===== config.mk =====
export PLATFORM = sky130hd
export DESIGN_NAME = tpu_host_seq_flat
export DESIGN_NICKNAME = d
export VERILOG_FILES = /design/src/rtl/tpu_host_seq_pkg.sv /design/src/rtl/tpu_host_seq_if.sv /design/src/rtl/tpu_host_seq.sv /design/src/flat_wrapper.sv
export SDC_FILE = /design/constraint.sdc
export NUM_CORES = 1
export LEC_CHECK = 0
export CORE_AREA = 2 2 124 126
export CTS_CLUSTER_DIAMETER = 50
export CTS_CLUSTER_SIZE = 12
export DETAILED_ROUTE_END_ITERATION = 6
export DIE_AREA = 0 0 126 128
export GPL_ROUTABILITY_DRIVEN = 0
export GPL_TIMING_DRIVEN = 0
export PLACE_DENSITY = 0.58
export SLEW_MARGIN = 10
export SYNTH_ARGS = -nofsm -noshare
export SYNTH_HDL_FRONTEND = slang
export SYNTH_SLANG_ARGS = --single-unit
export TNS_END_PERCENT = 10

===== constraint.sdc =====
create_clock -name clk -period 3.3 [get_ports clk]
set_input_delay 0.66 -clock clk [delete_from_list [all_inputs] [get_ports clk]]
set_output_delay 0.66 -clock clk [all_outputs]
set_load 0.03 [all_outputs]

===== src/rtl/tpu_host_seq_pkg.sv =====
// Shared definitions for the TPU host sequencer.
//   - Accelerator address map constants (A row, B push, C word, matmul start).
//   - hseq_state_t: sequencer job phases.
//   - wait_cycles(): compute window length for a given array dimension.
package tpu_pkg;

  localparam logic [15:0] A_BASE  = 16'h0100;
  localparam logic [15:0] B_BASE  = 16'h0200;
  localparam logic [15:0] C_BASE  = 16'h0300;
  localparam logic [15:0] GO_ADDR = 16'h0400;

  typedef enum logic [2:0] {
    S_IDLE,
    S_LOAD,
    S_CLEAR,
    S_GO,
    S_WAIT,
    S_READ,
    S_DONE
  } hseq_state_t;

  // Systolic pipeline latency: the first C read may follow the start
  // command by this many cycles.
  function automatic int wait_cycles(input int dim);
    return 3 * dim - 1;
  endfunction

endpackage


===== src/rtl/tpu_host_seq_if.sv =====
// Memory-mapped accelerator port.
//   master: bus initiator (drives tpu_r_w, tpu_addr, tpu_dataIn; reads tpu_dataOut)
//   slave : accelerator   (returns tpu_dataOut combinationally from tpu_addr)
interface tpu_host_seq_if #(
  parameter int ADDRW = 16,
  parameter int DATAW = 64
);
  logic             tpu_r_w;
  logic [ADDRW-1:0] tpu_addr;
  logic [DATAW-1:0] tpu_dataIn;
  logic [DATAW-1:0] tpu_dataOut;

  modport master (
    output tpu_r_w,
    output tpu_addr,
    output tpu_dataIn,
    input  tpu_dataOut
  );

  modport slave (
    input  tpu_r_w,
    input  tpu_addr,
    input  tpu_dataIn,
    output tpu_dataOut
  );
endinterface


===== src/rtl/tpu_host_seq.sv =====
// TPU host sequencer: runs one complete matrix-multiply job on the
// accelerator per accepted start.
//   LOAD  : stream A rows then B rows from the source RAM into the accelerator
//   CLEAR : zero all C accumulator words
//   GO    : issue the matmul command
//   WAIT  : let the compute window elapse with the bus idle
//   READ  : read each C half-row and write it to the destination RAM
//   DONE  : one-cycle completion pulse
// Ports:
//   clk, rst_n          clock, asynchronous active-low reset
//   start               job request (only seen in IDLE)
//   src_base, dst_base  first source / destination word (latched at accept)
//   busy, done          job status
//   src_rd/src_addr/src_data          source RAM read port (1-cycle latency)
//   dst_wr/dst_addr/dst_data          destination RAM write port
//   tpu                 accelerator bus (master side)
module tpu_host_seq
  import tpu_pkg::*;
#(
  parameter int DIM    = 8,
  parameter int ADDRW  = 16,
  parameter int DATAW  = 64,
  parameter int SADDRW = 10
) (
  input  logic              clk,
  input  logic              rst_n,
  input  logic              start,
  input  logic [SADDRW-1:0] src_base,
  input  logic [SADDRW-1:0] dst_base,
  output logic              busy,
  output logic              done,
  output logic              src_rd,
  output logic [SADDRW-1:0] src_addr,
  input  logic [DATAW-1:0]  src_data,
  output logic              dst_wr,
  output logic [SADDRW-1:0] dst_addr,
  output logic [DATAW-1:0]  dst_data,
  tpu_host_seq_if.master    tpu
);

  localparam int CW        = $clog2(3 * DIM);
  localparam int LOAD_LEN  = 2 * DIM + 1;  // one extra cycle for the read latency
  localparam int CLEAR_LEN = 2 * DIM;
  localparam int WAIT_LEN  = wait_cycles(DIM);
  localparam int READ_LEN  = 2 * DIM;

  hseq_state_t       state_reg, state_next;
  logic [CW-1:0]     cnt_reg, cnt_next;
  logic [SADDRW-1:0] src_base_reg, dst_base_reg;
  logic [CW-1:0]     word_idx;

  function automatic logic [ADDRW-1:0] word_addr(input logic [15:0] base,
                                                 input logic [CW-1:0] idx);
    return ADDRW'(base) + (ADDRW'(idx) << 3);
  endfunction

  // State, phase counter and job bases.
  always_ff @(posedge clk or negedge rst_n) begin
    if (!rst_n) begin
      state_reg    <= S_IDLE;
      cnt_reg      <= '0;
      src_base_reg <= '0;
      dst_base_reg <= '0;
    end else begin
      state_reg <= state_next;
      cnt_reg   <= cnt_next;
      if (state_reg == S_IDLE && start) begin
        src_base_reg <= src_base;
        dst_base_reg <= dst_base;
      end
    end
  end

  // Next state; the counter restarts from zero on every phase change.
  always_comb begin
    state_next = state_reg;
    cnt_next   = cnt_reg + 1'b1;
    unique case (state_reg)
      S_IDLE:  if (start) state_next = S_LOAD;
      S_LOAD:  if (cnt_reg == CW'(LOAD_LEN - 1))  state_next = S_CLEAR;
      S_CLEAR: if (cnt_reg == CW'(CLEAR_LEN - 1)) state_next = S_GO;
      S_GO:    state_next = S_WAIT;
      S_WAIT:  if (cnt_reg == CW'(WAIT_LEN - 1))  state_next = S_READ;
      S_READ:  if (cnt_reg == CW'(READ_LEN - 1))  state_next = S_DONE;
      S_DONE:  state_next = S_IDLE;
      default: state_next = S_IDLE;
    endcase
    if (state_next != state_reg || state_reg == S_IDLE) cnt_next = '0;
  end

  // Outputs decoded from state and counter only (plus the two data pass-throughs).
  always_comb begin
    busy            = (state_reg != S_IDLE);
    done            = (state_reg == S_DONE);
    src_rd          = 1'b0;
    src_addr        = '0;
    dst_wr          = 1'b0;
    dst_addr        = '0;
    dst_data        = '0;
    tpu.tpu_r_w     = 1'b0;
    tpu.tpu_addr    = '0;
    tpu.tpu_dataIn  = '0;
    word_idx        = '0;
    unique case (state_reg)
      S_LOAD: begin
        if (cnt_reg < CW'(2 * DIM)) begin
          src_rd   = 1'b1;
          src_addr = src_base_reg + SADDRW'(cnt_reg);
        end
        // Word read in cycle k arrives in cycle k+1 and is written straight through.
        if (cnt_reg != '0) begin
          word_idx       = cnt_reg - 1'b1;
          tpu.tpu_r_w    = 1'b1;
          tpu.tpu_dataIn = src_data;
          tpu.tpu_addr   = (word_idx < CW'(DIM)) ? word_addr(A_BASE, word_idx)
                                                 : ADDRW'(B_BASE);
        end
      end
      S_CLEAR: begin
        tpu.tpu_r_w  = 1'b1;
        tpu.tpu_addr = word_addr(C_BASE, cnt_reg);
      end
      S_GO: begin
        tpu.tpu_r_w  = 1'b1;
        tpu.tpu_addr = ADDRW'(GO_ADDR);
      end
      S_READ: begin
        tpu.tpu_addr = word_addr(C_BASE, cnt_reg);
        dst_wr       = 1'b1;
        dst_addr     = dst_base_reg + SADDRW'(cnt_reg);
        dst_data     = tpu.tpu_dataOut;
      end
      default: begin
      end
    endcase
  end

endmodule


===== src/flat_wrapper.sv =====
// flat-port wrapper written by rule: the top's interface ports become plain ports
module tpu_host_seq_flat import tpu_pkg::*;
#(
  parameter int DIM    = 8,
  parameter int ADDRW  = 16,
  parameter int DATAW  = 64,
  parameter int SADDRW = 10
)
  (clk, rst_n, start, src_base, dst_base, busy, done, src_rd, src_addr, src_data, dst_wr, dst_addr, dst_data, tpu_tpu_r_w, tpu_tpu_addr, tpu_tpu_dataIn, tpu_tpu_dataOut);
  tpu_host_seq_if #(.ADDRW(ADDRW), .DATAW(DATAW)) tpu_i ();
  input  logic clk;
  input  logic rst_n;
  input  logic start;
  input  logic [SADDRW-1:0] src_base;
  input  logic [SADDRW-1:0] dst_base;
  output logic busy;
  output logic done;
  output logic src_rd;
  output logic [SADDRW-1:0] src_addr;
  input  logic [DATAW-1:0] src_data;
  output logic dst_wr;
  output logic [SADDRW-1:0] dst_addr;
  output logic [DATAW-1:0] dst_data;
  output wire logic [$bits(tpu_i.tpu_r_w)-1:0] tpu_tpu_r_w;
  output wire logic [$bits(tpu_i.tpu_addr)-1:0] tpu_tpu_addr;
  output wire logic [$bits(tpu_i.tpu_dataIn)-1:0] tpu_tpu_dataIn;
  input wire logic [$bits(tpu_i.tpu_dataOut)-1:0] tpu_tpu_dataOut;
  assign tpu_tpu_r_w = tpu_i.tpu_r_w;
  assign tpu_tpu_addr = tpu_i.tpu_addr;
  assign tpu_tpu_dataIn = tpu_i.tpu_dataIn;
  assign tpu_i.tpu_dataOut = tpu_tpu_dataOut;
  tpu_host_seq #(.DIM(DIM), .ADDRW(ADDRW), .DATAW(DATAW), .SADDRW(SADDRW)) u_core (.clk(clk), .rst_n(rst_n), .start(start), .src_base(src_base), .dst_base(dst_base), .busy(busy), .done(done), .src_rd(src_rd), .src_addr(src_addr), .src_data(src_data), .dst_wr(dst_wr), .dst_addr(dst_addr), .dst_data(dst_data), .tpu(tpu_i));
endmodule

* After elaboration in Yosys (flattened, before gate mapping) *
Cells that the tools add are included.

word-level totals
  register bits = 28
  input port bits = 151
  output and inout port bits = 169
  word-level logic and storage cells = 50

operators by class
  add/subtract/negate cells = 6
  magnitude comparators = 2
  eq/ne operators = 10
  muxes and demuxes = 21
  reductions and logical operators = 7

operators with widths
  cell                                                                   count
  64-bit two-way mux                                                     3
  16-bit case mux with 3 select lines                                    1
  16-bit two-way mux                                                     2
  10-bit two-way mux                                                     3
  10-bit by 5-bit adder with 10-bit output                               2
  3-bit case mux with 6 select lines                                     1
  3-bit two-way mux                                                      5
  10-bit by 8-bit adder with 11-bit output (first input constant)        1
  9-bit by 8-bit adder with 10-bit output (first input constant)         1
  5-bit == test (second input constant)                                  2
  3-bit == test (second input constant)                                  3
  3-bit by 2-bit == test with 1-bit output (second input constant)       2
  5-bit by 1-bit adder with 5-bit output (second input constant)         1
  5-bit by 4-bit == test with 1-bit output (second input constant)       1
  5-bit by 4-bit < comparator with 1-bit output (second input constant)  1
  5-bit < comparator (second input constant)                             1
  5-bit two-way mux                                                      1
  5-bit nonzero test                                                     1
  5-bit by 1-bit subtractor with 5-bit output (second input constant)    1
  1-bit two-way mux                                                      4
  2-bit OR reduction                                                     2
  3-bit by 1-bit == test with 1-bit output (second input constant)       1
  3-bit logical NOT                                                      1
  3-bit inequality test                                                  1
  4 further kinds                                                        4

* Depth between registers and ports, before layout *
Gate-level depths: netlist of run 1.

  depth after elaboration = 6
  gate-level depth with buffers = 7
  depth with buffers taken out = 7

* Worst setup path before layout of run 1 *
OpenSTA, ideal clock, no wires.

  path kind = register to output
  from = reg u_core.state_reg[1]
  to = out src_addr[8]
  arrival time = 2.204 ns
  data required time = 2.640 ns
  slack = 0.436 ns
  cell stages (with the launch flop) = 7
  path buffers = 2
  cell sequence = dfrtp_1 -> buf_2 -> or4b_1 -> buf_2 -> inv_1 -> nand2_1 -> o21ai_0

on the way
  cells in the longest elaborated chain, start to end = 2

ends and longest elaborated chain
  element                                   RTL line             text
  from (decl)                               tpu_host_seq.sv:47   hseq_state_t state_reg, state_next;
  from (signal assigned)                    tpu_host_seq.sv:65   state_reg <= state_next;
  3-bit by 1-bit == test with 1-bit output  --
  10-bit two-way mux                        tpu_host_seq.sv:104  unique case (state_reg)
  to (decl)                                 flat_wrapper.sv:19   output logic [SADDRW-1:0] src_addr;

Every way passes these cells.

* Worst setup path in the final report of run 1 *
  from = reg u_core.state_reg[1]
  to = out dst_data[35]

on the way
  cells in the longest elaborated chain, start to end = 2

ends and longest elaborated chain
  element             RTL line             text
  3-bit == test       tpu_host_seq.sv:104
  64-bit two-way mux  tpu_host_seq.sv:104
  to (decl)           flat_wrapper.sv:23   output logic [DATAW-1:0] dst_data;

Every way passes these cells.

==> qor.txt, run 1 <==
Largest net degree at the start of global routing: 29
PortBufs: 311
Leakage: 3.54 nW
GR peak layer: met2
Bufs and invs on worst path: 4
Kind of end point of the critical path: primary output
Starting Density: 20.5%
Max Slew Vio Count: 0
Sequential share of power: 39.4%
Synth async-reset ratio: 100%
Post-DP Area: 6420 sq um
Initial antenna violation count: 2
Post-CTS setup buffers: 0
Iteration count of the initial detailed-routing pass: 7
Dpl cells: 899
Peak supply drop: 0.000155 V
Sequential area share after synthesis: 23.0%
DRC violations left: 0
Met1 Track Usage GR: 22.8%
Root buf cell: clkbuf_16
Sw frac: 21.4%
CP Max Fanout: 10
Status: complete, no violations
CTS clk-pin slew, worst paths: 0.07 ns
Die H: 128 um
Fill count: 1498
Post-synth EDFFs: 0
Final Cycle Share: 97.4%
Vias: 4125
Tot Pwr: 0.932 mW
All-layer global routing usage: 20.3%
Most numerous cell in the Yosys netlist: and2_1
Die Area: 16100 sq um
Top cells by count, synth: 68 x and2_1, 66 x and3_1, 28 x dfrtp_1
IO Pins: 320
GR Util met3: 4.22%
Die width: 126 um
Vias in the first global route: 4362
Worst slew pin tran: 0.675 ns
Area grow syn2layout: 114%
Post-route design area: 6520 sq um
Avg WL per Cell: 18.9 um
Startpoint types: flop
Syn Area/Cell: 7.76 sq um
Tmin final: 3.22 ns
Worst Hold Class: primary input to async pin
DPL Wire Length: 14.5 mm
Antenna-violating nets left: 0
Top cell family by delay on the critical path: buffers and inverters
Rel. slew slack: 54.9%
First-pass GRT wire length: 25.6 mm
Slowest library cell on the worst path: clkdlybuf4s50_1
Layout cells sized above 1: 9.65%
Synth area leader: dfrtp_1
Worst-skew pair later-pin latency: 0.26 ns
Power Internal: 0.732 mW
Power Dens Cells: 143 nW/um^2
Crit path cell chain: buf_2 -> nand3b_1 -> inv_1 -> clkbuf_1 -> and2_1 -> clkdlybuf4s50_1
Register area: 703 sq um
Net switching power: 0.200 mW
Total wire length: 17.1 mm
Distinct cell type count after synthesis: 49
Crit path kind: flop to primary output
Final hold slack: 0.427 ns
Clk pwr share: 31.7%
Max-cap violations: 0
CTS buffer count: 3
Pre-CTS setup slack: -0.200 ns
Crit path DAT: 2.56 ns
Critical path required time: 2.64 ns
Remaining global-route overflow: 0
Post-route insts no fill: 905
Clock sink count: 28
Top_reg_cell synth: dfrtp_1
Core area: 14900 sq um
Post-Syn Area: 3050 sq um
H-tree levels: 1
Share of the synthesized area in the top cell type: 23.0%
Warnings from Yosys: 0
Fin worst setup slack: 0.0846 ns
Final hold vios: 0
Synth top area cells: dfrtp_1 23%, and2_1 14%, and3_1 14%, mux2_2 6.3%, ha_1 5.7%
Flops & latches, synth: 28
Footprint of the multi-input gates: 2150 sq um
Final core occ: 43.8%
Fmax: 0.311 GHz
Final nets: 883
Drt via density: 4.56
CTS Buffer Depth: 2
FP Rows: 45
RSZ-0062 raised after global routing: yes
Initial DRC Count: 180
Setup Skew: 0.00147 ns
Comb power frac: 28.9%
Setup TNS: 0 ns
Final setup fails: 0
CTS tree: built
Largest stage delay, worst path: 0.73 ns
GRT met2 Usage: 39.4%
Mapped Cells: 393
-- area by class of cell --
cell class              instances  share of cell area (%)
repair buffers                311                    47.4
multi-input cells             321                    33.1
flip-flops and latches         28                    10.8
well taps                     188                    3.61
plain buffers                  38                    2.98
clock buffers                   4                    1.36
inverters                      13                   0.749
diodes                          2                  0.0768
-- cells in the final DEF, fill, tap and decap left out, types with 3 or more instances in the layout --
master and count:
dlymetal6s2s_1 30, clkbuf_2 22, nand2_1 14, nor3_1 10, dlygate4sd2_1 29, a21o_1 4, and2_1 68, inv_1 13
a21oi_1 11, o21a_1 3, clkbuf_1 13, nand3_1 5, dfrtp_1 26, nand2b_1 4, buf_2 5, clkdlybuf4s15_1 13
o21ai_0 12, a211oi_1 6, and3_1 66, mux2_2 17, clkdlybuf4s50_1 224, or3_1 4, o31ai_1 6, buf_4 9
nor2_1 26, ha_1 13, conb_1 8, clkbuf_16 3, or4_1 6
-- kinds of logic (layout without fill, tap and decap cells) --
logic type / after synthesis / in the layout / share of synthesized area, %
AND/OR/NAND/NOR: 217 / 217 / 41.4
AO/OA/AOI/OAI: 57 / 57 / 12.7
buffers and inverters: 51 / 366 / 7.55
flip-flops: 28 / 28 / 23.0
multiplexers: 20 / 20 / 7.30
adder cells (fa/ha/maj): 16 / 16 / 7.06
XOR/XNOR: 3 / 3 / 0.862
other: 1 / 10 / 0.123
-- power groups by stage --
stage / Combinational (mW) / Clock [mW] / Sequential, mW
final: 0.269 / 0.295 / 0.367
after CTS: 0.270 / 0.307 / 0.367
after global routing: 0.295 / 0.319 / 0.369
after detailed placement: 0.268 / 0 / 0.373
after floorplan: 0.0745 / 0 / 0.370
after global placement: 0.266 / 0 / 0.373
-- worst paths after layout --
check,to,start,slack [ns],cells after the start
worst max-delay path,dst_data[35],u_core.state_reg[1],0.08,6
worst min-delay path,u_core.dst_base_reg[7],rst_n,0.43,1
worst max register to register,u_core.cnt_reg[2],u_core.cnt_reg[1],1.18,6
worst min register to register,u_core.dst_base_reg[0],u_core.dst_base_reg[0],0.50,1
max in group asynchronous,u_core.cnt_reg[0],rst_n,2.40,1
min in group clk,u_core.dst_base_reg[0],u_core.dst_base_reg[0],0.50,1
-- routing by layer --
| metal | up-vias | wire length [um] |
|---|---|---|
| li1 | 2013 | - |
| met1 | 1945 | 6380 |
| met2 | 151 | 9360 |
| met3 | 16 | 1000 |
| met4 | 0 | 345 |
| met5 | - | 0 |
-- repair_timing --
action / 4_1_cts / 5_1_grt
hold buffers: 0 / 0
endpoints found under the setup margin: 87 / 73
gates resized for setup: 69 / 81
pin swaps: 0 / 1
Power figures use the tool's default switching activity.
==> inputs of run 2 (changes only) <==
- ABC_AREA: not set -> 0
==> results of run 2 <==
Final layout, timing and power as in run 1 (identical DEF).
==> RTL edit 1, RTL diff (settings of run 1) <==
Encoding of `hseq_state_t`: now one-hot (7 bits for 7 states).
--- a/src/rtl/tpu_host_seq_pkg.sv
+++ b/src/rtl/tpu_host_seq_pkg.sv
@@ -9,14 +9,14 @@
   localparam logic [15:0] C_BASE  = 16'h0300;
   localparam logic [15:0] GO_ADDR = 16'h0400;
 
-  typedef enum logic [2:0] {
-    S_IDLE,
-    S_LOAD,
-    S_CLEAR,
-    S_GO,
-    S_WAIT,
-    S_READ,
-    S_DONE
+  typedef enum logic [6:0] {
+    S_IDLE  = 7'b0000001,
+    S_LOAD  = 7'b0000010,
+    S_CLEAR = 7'b0000100,
+    S_GO    = 7'b0001000,
+    S_WAIT  = 7'b0010000,
+    S_READ  = 7'b0100000,
+    S_DONE  = 7'b1000000
   } hseq_state_t;
 
   // Systolic pipeline latency: the first C read may follow the start
Check against the original RTL: same outputs for any inputs over 10 cycles, from zero or initial values and one cycle with rst_n low; not proved beyond that.
==> RTL edit 1 against run 1 <==
Sequential cell count grew 4. Worst hold slack gained 26 ps. Setup slack gained 6.5 ps. Design area grew 2.4%. Synthesized area grew 5.0%. Routed wire length shrank 6.8%.
Power is not compared: it rests on default switching activity, and its combinational part moved more than twofold at a synthesized area within 25%.
==> RTL edit 1: results (changes against run 1) <==
Yosys:
- The fraction of synthesis flops using an asynchronous set or reset pin is 100% (unchanged).
- By area the synthesized netlist is led by dfrtp_1 (24%), and2_1 (14%), and3_1 (13%).
- The number of warnings issued by yosys is 0 (unchanged).
- In the synthesized netlist, the cells that appear most often are and2_1 (71), and3_1 (67), dfrtp_1 (31).
- The count of different cell masters after synthesis is 54 (+10%).
- The sequential element share of the synthesized area is 25.1% (+2.1 points).

Placed design:
- The post-placement setup slack is -620 ps (-420 ps).
- The quantity of I/O buffers inserted on ports is 311 (unchanged).
- The cell area after placement is 0.00657 mm^2 (+2.4%).
- The final HPWL from detailed placement is 13,300 um (-8.4%).

GRT:
- The total routing usage reported by global routing is 18.4% (-1.9 points).
- The global-route wire length before repair is 23,400 um (-8.6%).
- The number of antenna violations at the first check in global routing is 6 (+4).
- The number of global-route vias before repair is 4,121 (-5.5%).
- The largest net degree at the start of global routing was 33 (+14%).

Detailed routing:
- The wire length reported by the detailed router is 15,900 um (-6.8%).
- The number of DRC markers in iteration 0 was 233 (+29%).
- The iteration count of the initial detailed-routing pass is 5 (-2).
- The via count normalized by instance count is 4.60 (+1.0%).

Worst setup path:
- The arrival time at the worst endpoint is 2550 ps (about the same).
- The slowest library cell on the worst path is clkdlybuf4s50_1.
- The worst setup path startpoint is u_core.state_reg[4].
- The largest driver fanout on the critical path is 10 (unchanged).
- On the critical path the largest part of the delay comes from simple AND/OR/NAND/NOR gates.
- The largest incremental delay on the critical path was 680 ps (-50 ps).
- The launch point of the worst reg-to-reg path is u_core.cnt_reg[2].

Status:
- The run finished with clean final reports.

Clock tree:
- The maximum count of clock buffers along a single path is 2 (unchanged).
- The H-tree depth reported by CTS is 2 (+1).
- The clock input transition at the sequential cells of the worst setup and hold paths is 50 ps (-20 ps).
- The master cell of the clock root buffer is clkbuf_16.
- The later pin in the worst-skew pair is clocked with a latency of 270 ps.
- The number of buffers created by CTS was 5 (+2).

Power:
- The analysis attributes to cell leakage a power of just under 0.004 uW.
- The worst IR drop on VDD is 374 uV.

Timing:
- The slew at the pin with the worst max-slew slack is 756 ps (+81.4 ps).
- The worst clock skew is 3.75 ps (+2.29 ps).

Finish:
- The number of fillers in the final layout is 1,524 (+1.7%).
- The share of cells above drive strength 1 came to 14.2% (+4.5 points).
- The number of nets at the end of the flow was 888 (+0.57%).

Min path:
- The path type of the worst min-delay path is in2async.
[RTL edit 1: cell types whose count changed after synthesis, moves of 3 or more]
cell      before  now
mux2_1         1   19
xnor2_1        2    9
o22ai_1        0    3
nor3_1        10    2
nand2b_1       4    1
a211oi_1       7    2
nor2_1        26   18
nor4_1         0    3
nand4b_1       0    3
mux2_2        17    1
and2_1        68   71
dfrtp_1       28   31
[RTL edit 1: layout make-up]
cell class	count	share of cell area, %
Antenna cell	1	0.0375
Buffer	36	2.93
Clock buffer	7	2.29
Inverter	13	0.732
Multi-Input combinational cell	319	33.9
Sequential cell	32	12.1
Tap cell	188	3.53
Timing Repair Buffer	313	44.5
[RTL edit 1: worst paths after layout]
path / to / slack [ps] / cells after the start
worst min-delay path: u_core.dst_base_reg[9] / 450 / 1
min in group clk: u_core.src_base_reg[4] / 510 / 1
worst max-delay path: tpu_tpu_r_w / 90 / 5
max in group asynchronous: u_core.cnt_reg[0] / 2310 / 1
worst min register to register: u_core.src_base_reg[4] / 510 / 1
worst max register to register: u_core.cnt_reg[0] / 880 / 8
[RTL edit 1: repair_timing]
action | CTS | global route
buffers inserted | 2 | 0
cloned | 0 | 0
setup endpoints to repair | 156 | 132
resized for setup | 177 | 124
hold endpoints to repair | 0 | 0
pin swaps | 1 | 1
[RTL edit 1: cell families (layout without fill, tap and decap cells)]
group	after synthesis	count (layout)	synth area share [%]
XOR/XNOR	12	12	3.28
flip-flops	32	32	25.1
AO/OA/AOI/OAI	51	51	10.2
buffers and inverters	49	369	7.00
AND/OR/NAND/NOR	210	210	39.8
other	1	9	0.117
multiplexers	21	21	7.35
adder cells (fa/ha/maj)	17	17	7.11
[RTL edit 1: through the flow]
step | instances | utilization, %
after floorplan | 400 | -
after global placement | 899 | 44.2
after detailed placement | 899 | 44.2
after CTS | 908 | 45.0
after global routing | 908 | 44.9
final | 909 | 44.9
[RTL edit 1: report_power, final]
group	switching [uW]	internal (uW)	total [uW]
combinational	900	692	1590
clock	160	316	476
sequential	167	548	715
total	1230	1560	2780
[RTL edit 1: routing by layer]
metal	share of wire (%)	GRT usage, %
met2	50	32.8
met4	2.2	5.11
met1	41	22.6
met5	0	0
met3	7.1	3.63
==> RTL edit 2, RTL diff (flow settings as in run 1) <==
Made on the original files. `SADDRW` is set to 10 in 2 places; all go to 8.
--- a/src/rtl/tpu_host_seq.sv
+++ b/src/rtl/tpu_host_seq.sv
@@ -20,7 +20,7 @@
   parameter int DIM    = 8,
   parameter int ADDRW  = 16,
   parameter int DATAW  = 64,
-  parameter int SADDRW = 10
+  parameter int SADDRW = 8
 ) (
   input  logic              clk,
   input  logic              rst_n,
--- a/src/flat_wrapper.sv
+++ b/src/flat_wrapper.sv
@@ -4,7 +4,7 @@
   parameter int DIM    = 8,
   parameter int ADDRW  = 16,
   parameter int DATAW  = 64,
-  parameter int SADDRW = 10
+  parameter int SADDRW = 8
 )
   (clk, rst_n, start, src_base, dst_base, busy, done, src_rd, src_addr, src_data, dst_wr, dst_addr, dst_data, tpu_tpu_r_w, tpu_tpu_addr, tpu_tpu_dataIn, tpu_tpu_dataOut);
   tpu_host_seq_if #(.ADDRW(ADDRW), .DATAW(DATAW)) tpu_i ();
Ports: changed (resized dst_addr, dst_base, src_addr and src_base); port bits go from 320 to 312. The function was not compared with the original's and may differ.
==> RTL edit 2 against run 1 <==
Synthesized area fell by 0.21%. Routed wire length fell by 22%. Setup slack improved by 28 ps. Sequential share of layout area fell by 1.3 points. Power fell by 6.4%. Sequential cell count fell by 4. Design area fell by 2.4%. Register-to-register slack improved by 250 ps.
==> RTL edit 2: results (changes against run 1) <==
Status:
- The run finished with clean final reports.

Timing:
- The worst slew slack as a fraction of its limit is 60.6% (+5.7 points).
- The worst clock skew was 2.71 ps (+1.25 ps).

Worst setup path:
- The family of cells with the greatest summed delay on the critical path is buffers and inverters.
- The largest driver fanout on the critical path came to 10 (unchanged).
- The number of cells on the worst reg-to-reg path was 7 (+1).
- The worst setup slack for register-to-register paths is 1430 ps (+250 ps).
- The arrival time at the worst endpoint is 2530 ps (-30 ps).
- The largest incremental delay on the critical path is 700 ps (-30 ps).

Clock tree:
- The maximum count of clock buffers along a single path was 2 (unchanged).
- The clock input transition at the sequential cells of the worst setup and hold paths is 70 ps (about the same).
- The master cell of the clock root buffer is clkbuf_16.

Finish:
- The number of nets at the end of the flow was 839 (-5.0%).
- The number of fillers in the final layout is 1,520 (+1.5%).
- The share of cells above drive strength 1 is 17.0% (+7.4 points).

Detailed routing:
- The number of DRC markers in iteration 0 is 53 (-71%).
- The wire length reported by the detailed router was 13,400 um (-22%).
- The iteration count of the initial detailed-routing pass is 4 (-3).
- The via count normalized by instance count is 4.30 (-5.7%).

Power:
- The static leakage power is 0.00315 uW (-11%).
- The worst IR drop on VDD is 167 uV (+8.0%).

GRT:
- The number of global-route vias before repair was 3,707 (-15%).
- The global-route wire length before repair is 20,000 um (-22%).
- The largest net degree at the start of global routing is 25 (-14%).
- The total routing usage reported by global routing is 15.7% (-4.7 points).
- The number of antenna violations at the first check in global routing is 1 (-1).

Yosys:
- The mux cell area share after synthesis was 7.28% (-0.026 points).
- The complex-gate fraction of the synthesized area was 9.25% (-3.4 points).
- The count of different cell masters after synthesis is 53 (+8.2%).
- The XOR/XNOR share of the synthesized area is 2.30% (+1.4 points).
- The fraction of the mapped netlist area in adder cells is 7.07% (+0.015 points).
- The commonest cells after synthesis are and2_1 (84), and2_4 (50), dfrtp_1 (24).
- By area the synthesized netlist is led by dfrtp_1 (20%), and2_1 (17%), and2_4 (14%).
- The sequential element share of the synthesized area came to 19.7% (-3.2 points).

Placed design:
- The final HPWL from detailed placement was 11,500 um (-21%).
- The quantity of I/O buffers inserted on ports is 303 (-2.6%).

Min path:
- The tightest min-delay check is of the in2async type.
## RTL edit 2: power by group
part           internal [uW]  leakage, uW  total, uW  switching [uW]
clock network            186    0.0000442        299             113
registers                304     0.000292        311            6.42
logic                    186      0.00282        263            76.8
total                    676      0.00315        873             196
## RTL edit 2: worst reg2reg max path: cells and delay by family, from the launching register on
family | cells | cell delay [ps]
AOI/OAI and AO/OA | 2 | 430
DFF | 1 | 490
and+or+nand+nor | 2 | 260
muxes | 1 | 110
adders and majority gates | 2 | 450
## RTL edit 2: cell families after synthesis
logic type | count (synthesis)
buffers and inverters | 47
adders and majority gates | 16
xor gates and xnor gates | 8
AOI/OAI and AO/OA | 43
muxes | 19
DFF | 24
other | 1
and+or+nand+nor | 202
## RTL edit 2: final cells by class
cell class | count | area [um^2] | share of cell area (%)
timing repair buffer | 304 | 2950 | 46.3
multi-input combinational | 296 | 2190 | 34.4
sequential | 24 | 603 | 9.49
buffer | 32 | 240 | 3.78
tap | 188 | 235 | 3.70
clock buffer | 4 | 88.8 | 1.40
inverter | 15 | 56.3 | 0.886
antenna | 1 | 2.50 | 0.0394
## RTL edit 2: final timing paths
path	start	end
min in group clk	u_core.dst_base_reg[0]	u_core.dst_base_reg[0]
setup reg to reg	u_core.cnt_reg[1]	u_core.cnt_reg[2]
hold / removal	rst_n	u_core.src_base_reg[0]
setup / recovery	u_core.cnt_reg[4]	src_addr[3]
hold reg to reg	u_core.dst_base_reg[0]	u_core.dst_base_reg[0]
max in group asynchronous	rst_n	u_core.cnt_reg[0]
## RTL edit 2: repair_timing
item | 4_1_cts | 5_1_grt
endpoints found under the hold margin | 0 | 0
resized for setup | 89 | 13
pin swaps | 1 | 1
setup endpoints to repair | 111 | 74
setup buffers | 0 | 1
## RTL edit 2: layer usage
| metal | wire length, um | share of wire [%] | GRT usage [%] | vias up |
|---|---|---|---|---|
| met3 | 1270 | 9.5 | 5.09 | 8 |
| met4 | 129 | 0.96 | 3.62 | 0 |
| met5 | 0 | 0 | 0 | - |
| met1 | 4720 | 35 | 16.2 | 1708 |
| li1 | - | - | - | 1797 |
| met2 | 7290 | 54 | 30.5 | 199 |
## RTL edit 2: per-stage QoR
step,setup slack [ps],instance area [um^2],hold slack [ps],std cells
CTS,-61.9,6330,524,862
global placement,40.1,6340,501,858
finish,112,6360,399,864
global route,0.610,6360,428,864
floorplan,330,3070,364,367
detailed placement,37.5,6340,509,858
